[src/rtl/mac_pkg.sv]
// Shared constants and state encoding for the multiply-accumulate stream unit.
package mac_pkg;

  localparam int unsigned IN_W  = 4;
  localparam int unsigned ACC_W = 8;
  localparam int unsigned CNT_W = 6;

  localparam logic [1:0] IDLE = 2'b00;
  localparam logic [1:0] ACC  = 2'b01;
  localparam logic [1:0] DONE = 2'b10;

  typedef enum logic [1:0] {
    StIdle = IDLE,
    StAcc  = ACC,
    StDone = DONE
  } mac_state_e;

endpackage

[src/rtl/counter.sv]
// Up-counter with synchronous clear and enable; cout_o flags the all-ones terminal count.
module counter #(
  parameter int unsigned W = 6
) (
  input  logic         clk_i,
  input  logic         rst_i,
  input  logic         en_i,
  output logic [W-1:0] count_o,
  output logic         cout_o
);

  logic [W-1:0] count_q;

  always_ff @(posedge clk_i) begin
    if (rst_i) begin
      count_q <= '0;
    end else if (en_i) begin
      count_q <= count_q + W'(1);
    end
  end

  assign count_o = count_q;
  assign cout_o  = &count_q;

endmodule

[src/rtl/mac_ctrl.sv]
// Job-control FSM: start/len handshake, operand acceptance and the one-cycle done pulse.
module mac_ctrl
  import mac_pkg::*;
(
  input  logic             clk_i,
  input  logic             rst_i,
  input  logic             start_i,
  input  logic [CNT_W-1:0] len_i,
  input  logic             in_valid_i,
  input  logic [CNT_W-1:0] count_i,
  input  logic             cnt_full_i,
  output logic             in_ready_o,
  output logic             busy_o,
  output logic             done_o,
  output logic             accept_o,
  output logic             clr_o
);

  mac_state_e       state_q, state_d;
  logic [CNT_W-1:0] len_q, len_d;

  always_ff @(posedge clk_i) begin
    if (rst_i) begin
      state_q <= StIdle;
      len_q   <= '0;
    end else begin
      state_q <= state_d;
      len_q   <= len_d;
    end
  end

  always_comb begin
    state_d    = state_q;
    len_d      = len_q;
    in_ready_o = 1'b0;
    busy_o     = 1'b0;
    done_o     = 1'b0;
    accept_o   = 1'b0;
    clr_o      = 1'b0;
    unique case (state_q)
      StIdle: begin
        if (start_i) begin
          len_d   = len_i;
          clr_o   = 1'b1;
          state_d = (len_i == '0) ? StDone : StAcc;
        end
      end
      StAcc: begin
        busy_o     = 1'b1;
        // The count never saturates inside a job; the guard keeps it from wrapping regardless.
        in_ready_o = ~cnt_full_i;
        if (in_valid_i && in_ready_o) begin
          accept_o = 1'b1;
          if ((count_i + CNT_W'(1)) == len_q) begin
            state_d = StDone;
          end
        end
      end
      StDone: begin
        busy_o  = 1'b1;
        done_o  = 1'b1;
        state_d = StIdle;
      end
      default: state_d = StIdle;
    endcase
  end

endmodule

[src/rtl/my_adder8.sv]
// 8-bit wrapping adder; carry out is intentionally discarded.
module my_adder8 (
  input  logic [7:0] a_i,
  input  logic [7:0] b_i,
  output logic [7:0] sum_o
);

  assign sum_o = a_i + b_i;

endmodule

[src/rtl/my_multiplier.sv]
// Unsigned combinational multiplier returning the full-width product.
module my_multiplier #(
  parameter int unsigned W = 4
) (
  input  logic [W-1:0]   a_i,
  input  logic [W-1:0]   b_i,
  output logic [2*W-1:0] prod_o
);

  assign prod_o = (2*W)'(a_i) * (2*W)'(b_i);

endmodule

[src/rtl/mac_stream_unit.sv]
// Sequential multiply-accumulate over a stream of operand pairs, sum(a*b) mod 2^ACC_W.
module mac_stream_unit
  import mac_pkg::*;
(
  input  logic             clk,
  input  logic             rst,
  input  logic             start,
  input  logic [CNT_W-1:0] len,
  input  logic             in_valid,
  input  logic [IN_W-1:0]  in_a,
  input  logic [IN_W-1:0]  in_b,
  output logic             in_ready,
  output logic             busy,
  output logic             done,
  output logic [ACC_W-1:0] acc_out
);

  logic               accept, clr_cnt, cnt_full;
  logic [CNT_W-1:0]   count;
  logic [2*IN_W-1:0]  prod;
  logic [ACC_W-1:0]   prod_ext, sum;
  logic [ACC_W-1:0]   acc_q, acc_d;

  mac_ctrl u_ctrl (
    .clk_i      (clk),
    .rst_i      (rst),
    .start_i    (start),
    .len_i      (len),
    .in_valid_i (in_valid),
    .count_i    (count),
    .cnt_full_i (cnt_full),
    .in_ready_o (in_ready),
    .busy_o     (busy),
    .done_o     (done),
    .accept_o   (accept),
    .clr_o      (clr_cnt)
  );

  my_multiplier #(
    .W (IN_W)
  ) u_mul (
    .a_i    (in_a),
    .b_i    (in_b),
    .prod_o (prod)
  );

  assign prod_ext = ACC_W'(prod);

  my_adder8 u_add (
    .a_i   (acc_q),
    .b_i   (prod_ext),
    .sum_o (sum)
  );

  counter #(
    .W (CNT_W)
  ) u_cnt (
    .clk_i   (clk),
    .rst_i   (rst | clr_cnt),
    .en_i    (accept),
    .count_o (count),
    .cout_o  (cnt_full)
  );

  always_comb begin
    acc_d = acc_q;
    if (clr_cnt) begin
      acc_d = '0;
    end else if (accept) begin
      acc_d = sum;
    end
  end

  always_ff @(posedge clk) begin
    if (rst) begin
      acc_q <= '0;
    end else begin
      acc_q <= acc_d;
    end
  end

  assign acc_out = acc_q;

endmodule

[config.mk]
export PLATFORM = sky130hd
export DESIGN_NAME = mac_stream_unit
export DESIGN_NICKNAME = d
export VERILOG_FILES = /design/src/rtl/mac_pkg.sv /design/src/rtl/counter.sv /design/src/rtl/mac_ctrl.sv /design/src/rtl/my_adder8.sv /design/src/rtl/my_multiplier.sv /design/src/rtl/mac_stream_unit.sv
export SDC_FILE = /design/constraint.sdc
export NUM_CORES = 1
export LEC_CHECK = 0
export BUFFER_PORTS_ARGS = -buffer_cell sky130_fd_sc_hd__buf_2
export CAP_MARGIN = 10
export CORE_MARGIN = 8
export CORE_UTILIZATION = 60
export DETAILED_ROUTE_END_ITERATION = 8
export PLACE_DENSITY = 0.83
export SETUP_SLACK_MARGIN = 0.02
export SLEW_MARGIN = 20
export SYNTH_ARGS = -nofsm -noshare
export SYNTH_HDL_FRONTEND = slang
export SYNTH_HIERARCHICAL = 1
export SYNTH_SLANG_ARGS = --single-unit
[constraint.sdc]
create_clock -name clk -period 9.2 [get_ports clk]
set_input_delay 1.84 -clock clk [delete_from_list [all_inputs] [get_ports clk]]
set_output_delay 1.84 -clock clk [all_outputs]
set_load 0.02 [all_outputs]
Word level (Yosys, flattened, before mapping)
Cells that the tools add are included.

cells by class
  $add $sub $neg = 2
  multiply operators = 1
  equality and inequality tests = 6
  multiplexer cells = 12
  bitwise operators = 2
  reductions and logical operators = 8

operator list
  cell                                                    count
  adder 8 bit                                             1
  multiplier 4 x 4 -> 8 bit                               1
  two-way mux 2 bit                                       4
  two-way mux 1 bit                                       7
  adder 6 x 1 -> 6 bit (second input constant)            1
  == test 6 bit                                           1
  zero test 6 bit                                         1
  AND reduction 6 bit                                     1
  inequality test 2 x 1 -> 1 bit (second input constant)  2
  case mux 2 bit (2 select lines)                         1
  OR reduction 2 bit                                      2
  AND reduction 3 bit                                     1
  == test 2 x 1 -> 1 bit (second input constant)          1
  == test 2 bit (second input constant)                   1
  zero test 2 bit                                         1
  inequality test 2 bit (second input constant)           1
  AND reduction 2 bit                                     1
  logical AND 1 bit                                       1
  inverter 1 bit                                          1
  bitwise OR 1 bit                                        1

storage, ports and cells
  register bits = 22
  input port bits = 18

Depth between registers and ports, before layout
Gate-level depths: netlist of run 1.

  word-level depth = 5
  mapped depth = 14
  gate-level depth less buffers = 14

By module
The synthesis of run 1 kept the hierarchy.

by module, submodules not included
  module           instances  cells each  area each (sq um)  seq. area each (sq um)
  mac_ctrl         1          74          584.3              160.2
  my_multiplier    1          51          447.9              0.0
  my_adder8        1          42          331.6              0.0
  mac_stream_unit  1          27          295.3              160.2
  counter          1          27          251.5              120.1

Worst setup path before layout of run 1
Ideal clock, no wire load.

  path type = input port to flip-flop
  start point = input in_a[0]
  end point = register acc_q[6] (netlist: acc_out[6])
  library setup time = 0.114 ns
  arrival time = 4.884 ns
  data required time = 9.086 ns
  setup slack = 4.202 ns
  cell stages on the path = 14
  buffers on the path = 0
  cell sequence = nand2_1 fa_1 inv_1 fa_1 fa_1 a21o_2 a21oi_1 xnor2_1 ha_1 nor3b_1 a221oi_1 o311ai_1 mux2i_1 nor2_1

on the way
  word-level cells in the longest chain between the ends = 2

ends and longest elaborated chain
  item                       RTL line               RTL
  from (decl)                mac_stream_unit.sv:10  input logic [IN_W-1:0] in_a,
  multiplier 4 x 4 -> 8 bit  my_multiplier.sv:10    assign prod_o = (2*W)'(a_i) * (2*W)'(b_i);
  net prod[6]                mac_stream_unit.sv:20  logic [2*IN_W-1:0] prod;
  adder 8 bit                my_adder8.sv:8         assign sum_o = a_i + b_i;
  net sum[6]                 mac_stream_unit.sv:21  logic [ACC_W-1:0] prod_ext, sum;
  to (signal assigned)       mac_stream_unit.sv:76  acc_q <= '0;
  to (signal assigned)       mac_stream_unit.sv:78  acc_q <= acc_d;
  to (decl)                  mac_stream_unit.sv:22  logic [ACC_W-1:0] acc_q, acc_d;

The timed path passes the listed nets, and every way through them passes these cells.
A chain may end at the register's enable or synchronous reset.

Worst setup path after layout of run 1
  start point = input in_b[3]
  end point = register acc_q[6] (netlist: acc_out[6])

on the way
  word-level cells in the longest chain between the ends = 2

ends and longest elaborated chain
  item                       RTL line               RTL
  from (decl)                mac_stream_unit.sv:11  input logic [IN_W-1:0] in_b,
  multiplier 4 x 4 -> 8 bit  my_multiplier.sv:10
  net prod[6]                mac_stream_unit.sv:20
  adder 8 bit                my_adder8.sv:8
  net sum[6]                 mac_stream_unit.sv:21

The timed path passes the listed nets, and every way through them passes these cells.

==> summary.txt, run 1 <==
Outcome
  – Outcome: finished clean

Power and ir drop
  – Seq pwr share: 35.4%
  – Internal: 197 uW
  – Peak supply drop: about 0.13 mV
  – Sw frac: around 35%
  – Combinational Power Share: roughly 39%
  – P per Cell Area: roughly 140 nW/um^2
  – Switch Pwr: roughly 100 uW
  – Clock Power Share: between 20% and 30%
  – Leakage: 0.961 nW

Synthesis
  – Avg Cell Area, Syn: ~8.6 sq um
  – Top FF cell, synth: dfxtp_1
  – Largest family of logic cells by synthesized area: simple AND/OR/NAND/NOR gates
  – Syn Inst Count: ~220
  – Synth unique cells: just under 50
  – Dominant cell type by area after synthesis: dfxtp_1
  – XOR/XNOR share of the synthesized area: 8.25%
  – Area contributors post-synth: dfxtp_1, ha_1, fa_1
  – Syn nets: between 200 and 300
  – Simple-gate area share of the yosys netlist: approximately 22%
  – Ys Warns: 6
  – EDFF count, synth: 0
  – Post-synth ARST share: 0%
  – Seq cells post-synth: 22
  – Mux contribution to synthesized area: between 4 and 5%
  – Synth Area in Compound Gates: ~17%
  – Seq/Total Area, Yosys: roughly 23%
  – Synth Area in Adders: about a fifth
  – Share of the synthesized area in the top cell type: 23.1%
  – Post-Syn Area: ~1900 sq um

Die
  – Die area: approximately 5200 sq um
  – Initial core utilization: 62.6%
  – DIE WIDTH: approximately 72 microns
  – Num rows: 20
  – Core area: 3050 sq um
  – Die Y: 72.4 microns
  – Top Ports: 29

Timing
  – Fin crit share: 54.7%
  – Setup Skew: ~0.00067 ns
  – Setup_tns: 0 ns
  – Final min period: just over 5 ns
  – Slew @ Worst Pin: ~0.85 ns
  – Final Setup Violations: 0
  – Slew HR: between 40% and 50%
  – Final slew viol count: 0
  – RSZ-0062 raised after global routing: no
  – FMAX: slightly below 0.2 GHz
  – Final Hold Viols: 0

Drt
  – Routed wl met2: about 2000 microns
  – Highest metal used: met4
  – Final wirelength: between 3000 and 4000 microns
  – Vias: ~1600
  – Number of DRC markers in iteration 0: 47
  – DR WL met3: between 100 and 150 microns
  – Met1 WL: ~1600 microns
  – DRC viols: 0
  – Final ANT Viol Nets: 0
  – Routed WL per cell: around 13 microns
  – DR pass1 iterations: 4
  – Vias/cell: around 5.5

CTS
  – H-tree depth: 1
  – Inserted Clock Buffers: 3
  – Clock Sinks: 22
  – Post-CTS setup buffer count: 0
  – CTS max path bufs: 2
  – CTS tree: built
  – Worst-skew pair later-pin latency: about 0.31 ns
  – Hold Buf Count CTS: 0
  – Post_cts resized: 0
  – Reg clk slew, reported paths: 0.13 ns
  – Root buffer cell: clkbuf_4

GRT
  – Grt total ovfl: 0
  – First-pass GRT wire length: 6600 microns
  – GRT Util Overall: between 10% and 20%
  – Largest net degree at the start of global routing: 15
  – Vias in the first global route: approximately 1500
  – Antenna violations before repair: 0

Flow run
  – Number of max-cap violations: 0

Setup path
  – Critical Path, Cell by Cell: buf_2 -> nand2_1 -> fa_1 -> inv_1 -> fa_1 -> fa_1 -> a21o_2 -> a21oi_1 -> xnor2_1 -> ha_1 -> nor3b_1 -> a221oi_1 -> o311ai_1 -> mux2i_1 -> nor2_1
  – Startpoint types: primary input
  – Setup Crit Path Kind: primary input to flop
  – Slowest CP cell: fa_1
  – CP Capture Type: flop
  – CP Max Fanout: 6
  – Critical Path RT: 9.38 ns
  – Slowest stage delay, CP: roughly 0.54 ns
  – Terminus of the critical flop-to-flop path: u_cnt/count_o[5]
  – CP most frequent cell: fa_1
  – Crit path DAT: 5.21 ns
  – Cells on worst reg2reg path: 8
  – Reg2reg setup slack: just under 7 ns
  – RR Startpoint: u_cnt/count_o[0]

Worst hold path
  – Worst Hold Class: flop to flop
  – Hold path endpoint: u_ctrl/len_q[1]
  – Cells on Worst Hold Path: 2
  – Hold Startpoint: u_ctrl/len_q[1]

Place
  – RD Place Congestion: ~0.82
  – I/O Buffers: 28
  – Placed Area: 2080 sq um
  – Post-DP HPWL: ~3100 microns

Finish
  – Finished Cell Area: roughly 2100 sq um
  – Layout net count: 298
  – Synthesis-to-finish area growth: 11.8%
  – Share of layout cells above drive strength 1: between 10% and 20%
  – Finished Core Util: between 60% and 70%
  – Diode count: 0
per-layer routing:
layer  vias up  global-route usage (%)
met1       733                    16.8
met3         9                    2.89
li1        838                       -
met2        25                    28.4
met4         0                    5.11
met5         -                       0
worst max-delay path: cells and delay by family:
family,cells,cell delay [ns]
AOI/OAI and AO/OA,4,0.75
xor gates and xnor gates,1,0.14
adders and majority gates,4,1.88
buffers and inverters,2,0.15
muxes,1,0.15
and+or+nand+nor,3,0.31
registers in the layout, indices dropped and copies added (netlist names):
signal,flops
u_cnt/count_o,6
acc_out,8
u_ctrl/state_q,2
u_ctrl/len_q,6
worst max path at each step:
stage / endpoint / depth (start not counted) / from
finish: acc_out[6] / 15 / in_b[3]
global route: acc_out[6] / 15 / in_a[0]
CTS: acc_out[6] / 15 / in_b[3]
detailed placement: acc_out[6] / 15 / in_b[3]
global placement: acc_out[6] / 15 / in_b[3]
floorplan: acc_out[6] / 14 / in_a[0]
per-stage QoR:
stage	cells	hold slack [ns]	power, mW	setup slack [ns]
after floorplan	221	0.448	0.202	4.20
after global placement	290	0.464	0.223	3.96
after detailed placement	290	0.468	0.227	3.86
after CTS	294	0.487	0.304	4.19
after global routing	294	0.504	0.322	4.02
final	294	0.486	0.301	4.17
layout by cell type (no fill, tap or decap), types with 2 or more instances in the layout:
master and count:
buf_2 28, ha_1 24, dfxtp_1 22, nand2_1 22, nor2_1 20, a21oi_1 16
and2_1 15, inv_1 14, mux2i_1 9, xor2_1 9, xnor2_1 9, o21ai_0 6
fa_1 5, nand3_1 4, clkbuf_4 3, o211ai_1 3, nor2b_1 3, nor3b_1 3
a211oi_1 2, a21o_1 2, nand4_1 2, o2111ai_1 2
cell families (layout without fill, tap and decap cells):
logic type / count (synthesis) / after routing
and+or+nand+nor: 79 / 79
AOI/OAI and AO/OA: 47 / 47
DFF: 22 / 22
xor gates and xnor gates: 18 / 18
muxes: 9 / 9
buffers and inverters: 17 / 46
adders and majority gates: 29 / 29
power by group through the flow:
stage               combinational, mW  sequential (mW)  clock, mW
CTS                             0.119            0.107     0.0784
global route                    0.131            0.108     0.0829
global placement                0.114            0.109          0
detailed placement              0.118            0.109          0
floorplan                      0.0925            0.109          0
finish                          0.118            0.107     0.0760
layout make-up:
cell class	count	area, sq um
clock buffer	3	22.5
clock inverter	1	30.0
fill	283	917
inverter	14	52.6
multi-input combinational	182	1400
sequential	22	440
tap	44	55.1
timing repair buffer	28	140
cell usage after synthesis, drive strengths merged, types with 2 or more instances:
cell type and n:
ha 24, dfxtp 22, nand2 22, nor2 20, a21oi 16, and2 15, inv 14, mux2i 9
xnor2 9, xor2 9, o21ai 7, fa 5, nand3 4, nor2b 4, a21o 3, nand4 3
nor3b 3, o211ai 3, a211oi 2, a31oi 2, buf 2, o2111ai 2, o311ai 2, or4b 2
No activity file was read; power rests on OpenSTA's default activity.
==> run 2, diff against run 1 <==
- CORE_UTILIZATION: 60 -> 57
- PLACE_DENSITY: 0.83 -> 0.8
- clock period: 9.2 -> 5.1 ns (I/O delays scaled with it)
==> summary.txt, run 2 (synthesis results as in run 1) <==
Die
  – DIE WIDTH: 73.9 microns (+2.0%)
  – Die Y: 73.9 microns (+2.0%)
  – Num rows: 21 (+5.0%)
  – Core area: 3280 sq um (+7.6%)
  – Initial core utilization: 58.2% (-4.4 points)
  – Die area: 5460 sq um (+4.1%)
  – Top Ports: 29 (unchanged)

CTS
  – Post_cts resized: 0 (unchanged)
  – Clock Sinks: 22 (unchanged)
  – CTS tree: built
  – Reg clk slew, reported paths: 0.12 ns (about the same)
  – H-tree depth: 1 (unchanged)
  – Worst-skew pair later-pin latency: 0.30 ns (about the same)
  – Root buffer cell: clkbuf_4
  – CTS max path bufs: 2 (unchanged)
  – Inserted Clock Buffers: 3 (unchanged)
  – Hold Buf Count CTS: 0 (unchanged)
  – Post-CTS setup buffer count: 0 (unchanged)

Place
  – Post-DP HPWL: 3050 microns (-2.4%)
  – RD Place Congestion: 0.794 (-3.5%)
  – I/O Buffers: 28 (unchanged)
  – Placed Area: 2090 sq um (+0.12%)
  – Cells after DPL: 292 (+0.69%)
  – Setup WS pre-CTS: 0.603 ns (-3.26 ns)

Timing
  – Final Hold Viols: 0 (unchanged)
  – Slew @ Worst Pin: 0.873 ns (+0.0193 ns)
  – Fin crit share: 81.2%
  – Setup ws final: 0.960 ns (-3.21 ns)
  – FMAX: 0.242 GHz
  – RSZ-0062 raised after global routing: no
  – Hold Worst Slack: 0.479 ns (-0.00705 ns)
  – Final min period: 4.14 ns
  – Slew HR: 41.8% (-1.3 points)
  – Final Setup Violations: 0 (unchanged)
  – Setup_tns: 0 ns (unchanged)
  – Setup Skew: 0.00806 ns (+0.00739 ns)
  – Final slew viol count: 0 (unchanged)

GRT
  – Antenna violations before repair: 0 (unchanged)
  – First-pass GRT wire length: 6760 microns (+2.3%)
  – Largest net degree at the start of global routing: 15 (unchanged)
  – GRT Util Overall: 15.2% (-0.075 points)
  – Grt total ovfl: 0 (unchanged)
  – Vias in the first global route: 1603 (+4.2%)

Outcome
  – Outcome: finished clean

Setup path
  – Crit path max-delay family: adder cells
  – Slowest stage delay, CP: 0.53 ns (about the same)
  – CP most frequent cell: fa_1
  – Buf/Inv on CP: 2 (unchanged)
  – Critical Path, Cell by Cell: buf_2 -> nand2_1 -> fa_1 -> inv_1 -> fa_1 -> fa_1 -> a21o_2 -> a21oi_1 -> xnor2_1 -> ha_1 -> nor3b_1 -> a221oi_1 -> o311ai_1 -> mux2i_1 -> nor2_1
  – Crit path DAT: 4.31 ns (-0.90 ns)
  – Setup Crit Path Kind: primary input to flop
  – Startpoint types: primary input
  – Critical Path RT: 5.27 ns (-4.11 ns)
  – CP Capture Type: flop
  – Slowest CP cell: fa_1
  – CP Max Fanout: 6 (unchanged)

Drt
  – Routed WL per cell: 12.6 microns (-3.4%)
  – Vias: 1602 (-0.19%)
  – Final ANT Viol Nets: 0 (unchanged)
  – DRC viols: 0 (unchanged)
  – Number of DRC markers in iteration 0: 34 (-28%)
  – Final wirelength: 3720 microns (-3.1%)
  – Vias/cell: 5.43 (-0.53%)
  – DR pass1 iterations: 4 (unchanged)

Finish
  – Synthesis-to-finish area growth: 10.3%
  – Finished Core Util: 64.2% (-5.8 points)
  – Diode count: 0 (unchanged)
  – Most frequent cells in the layout: buf_2, ha_1, dfxtp_1, nand2_1, nor2_1
  – Finished Cell Area: 2110 sq um (-1.3%)
  – Share of layout cells above drive strength 1: 14.9% (-0.34 points)
  – Post-Layout Cell Count: 295 (+0.34%)
  – Layout net count: 298 (unchanged)
  – Largest register FFs: 8 (unchanged)
  – Number of fill cells: 299 (+5.7%)
  – Leading cell type in the layout, fill and taps excluded: buf_2

Power and ir drop
  – Final Power: 479 uW (+59%)
  – Peak supply drop: 0.190 mV (+48%)
  – P per Cell Area: 227 nW/um^2 (+61%)
  – Leakage: 0.947 nW (-1.5%)

Flow run
  – Number of max-cap violations: 0 (unchanged)

Worst hold path
  – Worst Hold Class: flop to flop
-- run 2: changes by cell type in the layout (fill, tap and decap cells not counted), sizes merged --
| cell | delta |
|---|---|
| bufinv | -1 |
-- run 2: worst paths after layout --
| check | start | end | slack [ns] | cells after the start |
|---|---|---|---|---|
| setup / recovery | in_a[0] | acc_out[6] | 0.96 | 15 |
| hold reg to reg | u_ctrl/len_q[4] | u_ctrl/len_q[4] | 0.48 | 2 |
| setup reg to reg | u_cnt/count_o[0] | u_cnt/count_o[5] | 2.70 | 8 |
| hold / removal | u_ctrl/len_q[4] | u_ctrl/len_q[4] | 0.48 | 2 |
-- run 2: power by group --
| part | total (mW) | switching [mW] | internal [mW] |
|---|---|---|---|
| clock | 0.0776 | 0.0501 | 0.0276 |
| sequential | 0.193 | 0.00961 | 0.183 |
| combinational | 0.209 | 0.117 | 0.0916 |
-- run 2: area by class of cell --
| type | instances | area (sq um) | share of cell area (%) |
|---|---|---|---|
| clock buffer | 3 | 22.5 | 1.07 |
| inverter | 14 | 52.6 | 2.49 |
| multi-input combinational | 182 | 1400 | 66.2 |
| sequential | 22 | 440 | 20.9 |
| tap | 46 | 57.6 | 2.73 |
| timing repair buffer | 28 | 140 | 6.65 |
-- run 2: per-layer routing --
metal | vias to the layer above | part of all wire [%] | track usage, %
met2 | 25 | 50 | 27.8
li1 | 840 | - | -
met3 | 6 | 3.1 | 1.77
met1 | 731 | 46 | 17.7
met4 | 0 | 1.3 | 4.66
met5 | - | 0 | 0
-- run 2: tightest hold or removal path, stage by stage, from the launching register on --
cell and delay, ns:
dfxtp_1 0.34, nand2_1 0.05, a21oi_1 0.05
==> run 3, diff against run 2 <==
- clock period: 5.1 -> 3.9 ns (I/O delays scaled with it)
==> summary.txt, run 3 (synthesis results as in run 1) <==
Outcome
  – Outcome: finished clean

CTS
  – Reg clk slew, reported paths: 0.12 ns (about the same)
  – H-tree depth: 1 (unchanged)
  – CTS tree: built
  – Inserted Clock Buffers: 3 (unchanged)
  – Clock Sinks: 22 (unchanged)
  – Hold Buf Count CTS: 0 (unchanged)
  – CTS max path bufs: 2 (unchanged)
  – Root buffer cell: clkbuf_4
  – Worst-skew pair later-pin latency: 0.32 ns (+0.02 ns)

Timing
  – Fin crit share: a little over nine tenths
  – Slew @ Worst Pin: 0.821 ns (-0.0515 ns)
  – Final Setup Violations: 0 (unchanged)
  – Final Hold Viols: 0 (unchanged)
  – Slew HR: 45.2% (+3.4 points)
  – Setup Skew: 0.000639 ns (-0.00742 ns)
  – Final min period: around 3.7 ns
  – RSZ-0062 raised after global routing: no
  – Final slew viol count: 0 (unchanged)
  – FMAX: ~0.27 GHz

Drt
  – Vias: 1646 (+2.7%)
  – Final wirelength: 3950 microns (+6.0%)
  – DR pass1 iterations: 4 (unchanged)
  – Final ANT Viol Nets: 0 (unchanged)
  – Routed WL per cell: 13.0 microns (+3.2%)
  – Vias/cell: 5.43 (about the same)
  – Number of DRC markers in iteration 0: 66 (+94%)
  – DRC viols: 0 (unchanged)

Setup path
  – Reg2reg setup slack: 1.53 ns (-1.17 ns)
  – CP Max Fanout: 6 (unchanged)
  – Startpoint types: primary input
  – CP Capture Type: flop
  – Crit path DAT: 3.87 ns (-0.44 ns)
  – Critical Path RT: 4.09 ns (-1.18 ns)
  – Setup Crit Path Kind: primary input to flop

Power and ir drop
  – P per Cell Area: 308 nW/um^2 (+36%)
  – Leakage: 0.991 nW (+4.6%)
  – Final Power: 678 uW (+42%)
  – Peak supply drop: 0.284 mV (+50%)

GRT
  – GRT Util Overall: 14.9% (-0.33 points)
  – Antenna violations before repair: 0 (unchanged)
  – Grt total ovfl: 0 (unchanged)
  – Largest net degree at the start of global routing: 15 (unchanged)
  – First-pass GRT wire length: 6420 microns (-4.9%)
  – Vias in the first global route: 1538 (-4.1%)

Die
  – Num rows: 21 (unchanged)
  – Top Ports: 29 (unchanged)
  – Die area: 5460 sq um (unchanged)
  – Initial core utilization: 58.2% (unchanged)
  – DIE WIDTH: 73.9 microns (unchanged)
  – Core area: 3280 sq um (unchanged)
  – Die Y: 73.9 microns (unchanged)

Finish
  – Number of fill cells: 295 (-1.3%)
  – Synthesis-to-finish area growth: 15.2%
  – Diode count: 0 (unchanged)
  – Layout net count: 305 (+2.3%)
  – Largest register FFs: 8 (unchanged)
  – Leading cell type in the layout, fill and taps excluded: buf_2
  – Share of layout cells above drive strength 1: 20.2% (+5.4 points)
  – Finished Core Util: 67.0% (+2.8 points)
  – Post-Layout Cell Count: 303 (+2.7%)
  – Most frequent cells in the layout: buf_2, ha_1, dfxtp_1, nand2_1, nor2_1
  – Finished Cell Area: 2200 sq um (+4.4%)

Place
  – Post-DP HPWL: 3230 microns (+5.7%)
  – RD Place Congestion: 0.823 (+3.7%)
  – Placed Area: 2140 sq um (+2.6%)
  – Cells after DPL: 299 (+2.4%)
  – I/O Buffers: 28 (unchanged)

Worst hold path
  – Worst Hold Class: flop to flop

Flow run
  – Number of max-cap violations: 0 (unchanged)
[run 3: worst paths after layout]
| kind | startpoint | to | depth (start not counted) |
|---|---|---|---|
| hold reg to reg | u_ctrl/len_q[1] | u_ctrl/len_q[1] | 2 |
| setup / recovery | in_b[3] | acc_out[6] | 15 |
| hold / removal | u_ctrl/len_q[1] | u_ctrl/len_q[1] | 2 |
| setup reg to reg | u_ctrl/state_q[1] | u_cnt/count_o[5] | 7 |
[run 3: repair_timing]
item,4_1_cts,5_1_grt
gates resized for setup,0,6
buffers inserted,0,0
endpoints found under the setup margin,0,2
[run 3: layout make-up]
class | count | area, sq um | share of cell area, %
clock buffers | 4 | 36.3 | 1.65
inverters | 14 | 52.6 | 2.39
multi-input cells | 182 | 1420 | 64.6
flip-flops and latches | 22 | 440 | 20.0
well taps | 46 | 57.6 | 2.62
repair buffers | 35 | 193 | 8.75
[run 3: layer usage]
layer  track usage (%)  vias up  wire [microns]
met1              16.8      762            1650
met2              27.4       28            2110
met4              5.99        0              48
met5                 0        -               0
met3              1.50        4             136
li1                  -      852               -
[run 3: per-stage QoR]
| step | worst slack [ns] | TNS [ns] | hold slack (ns) |
|---|---|---|---|
| 2_1_floorplan | 0.0508 | 0 | 0.448 |
| 3_3_place_gp | -0.175 | -0.359 | 0.458 |
| 3_5_place_dp | -0.245 | -0.582 | 0.463 |
| 4_1_cts | 0.117 | 0 | 0.480 |
| 5_1_grt | 0.0420 | 0 | 0.502 |
| 6_report | 0.219 | 0 | 0.477 |
[run 3: power breakdown]
part	internal [mW]	switching, mW
clock	0.0572	0.0714
combinational	0.134	0.164
sequential	0.239	0.0123
total	0.430	0.248
[run 3: worst max-delay path: stages]
cell and delay (ns):
buf_2 0.10, nand2_1 0.07, fa_1 0.54, inv_1 0.06, fa_2 0.47, fa_2 0.35, a21o_2 0.22, a21oi_2 0.14
xnor2_1 0.13, ha_1 0.30, nor3b_2 0.19, a221oi_2 0.19, o311ai_1 0.13, mux2i_1 0.15, nor2_1 0.05
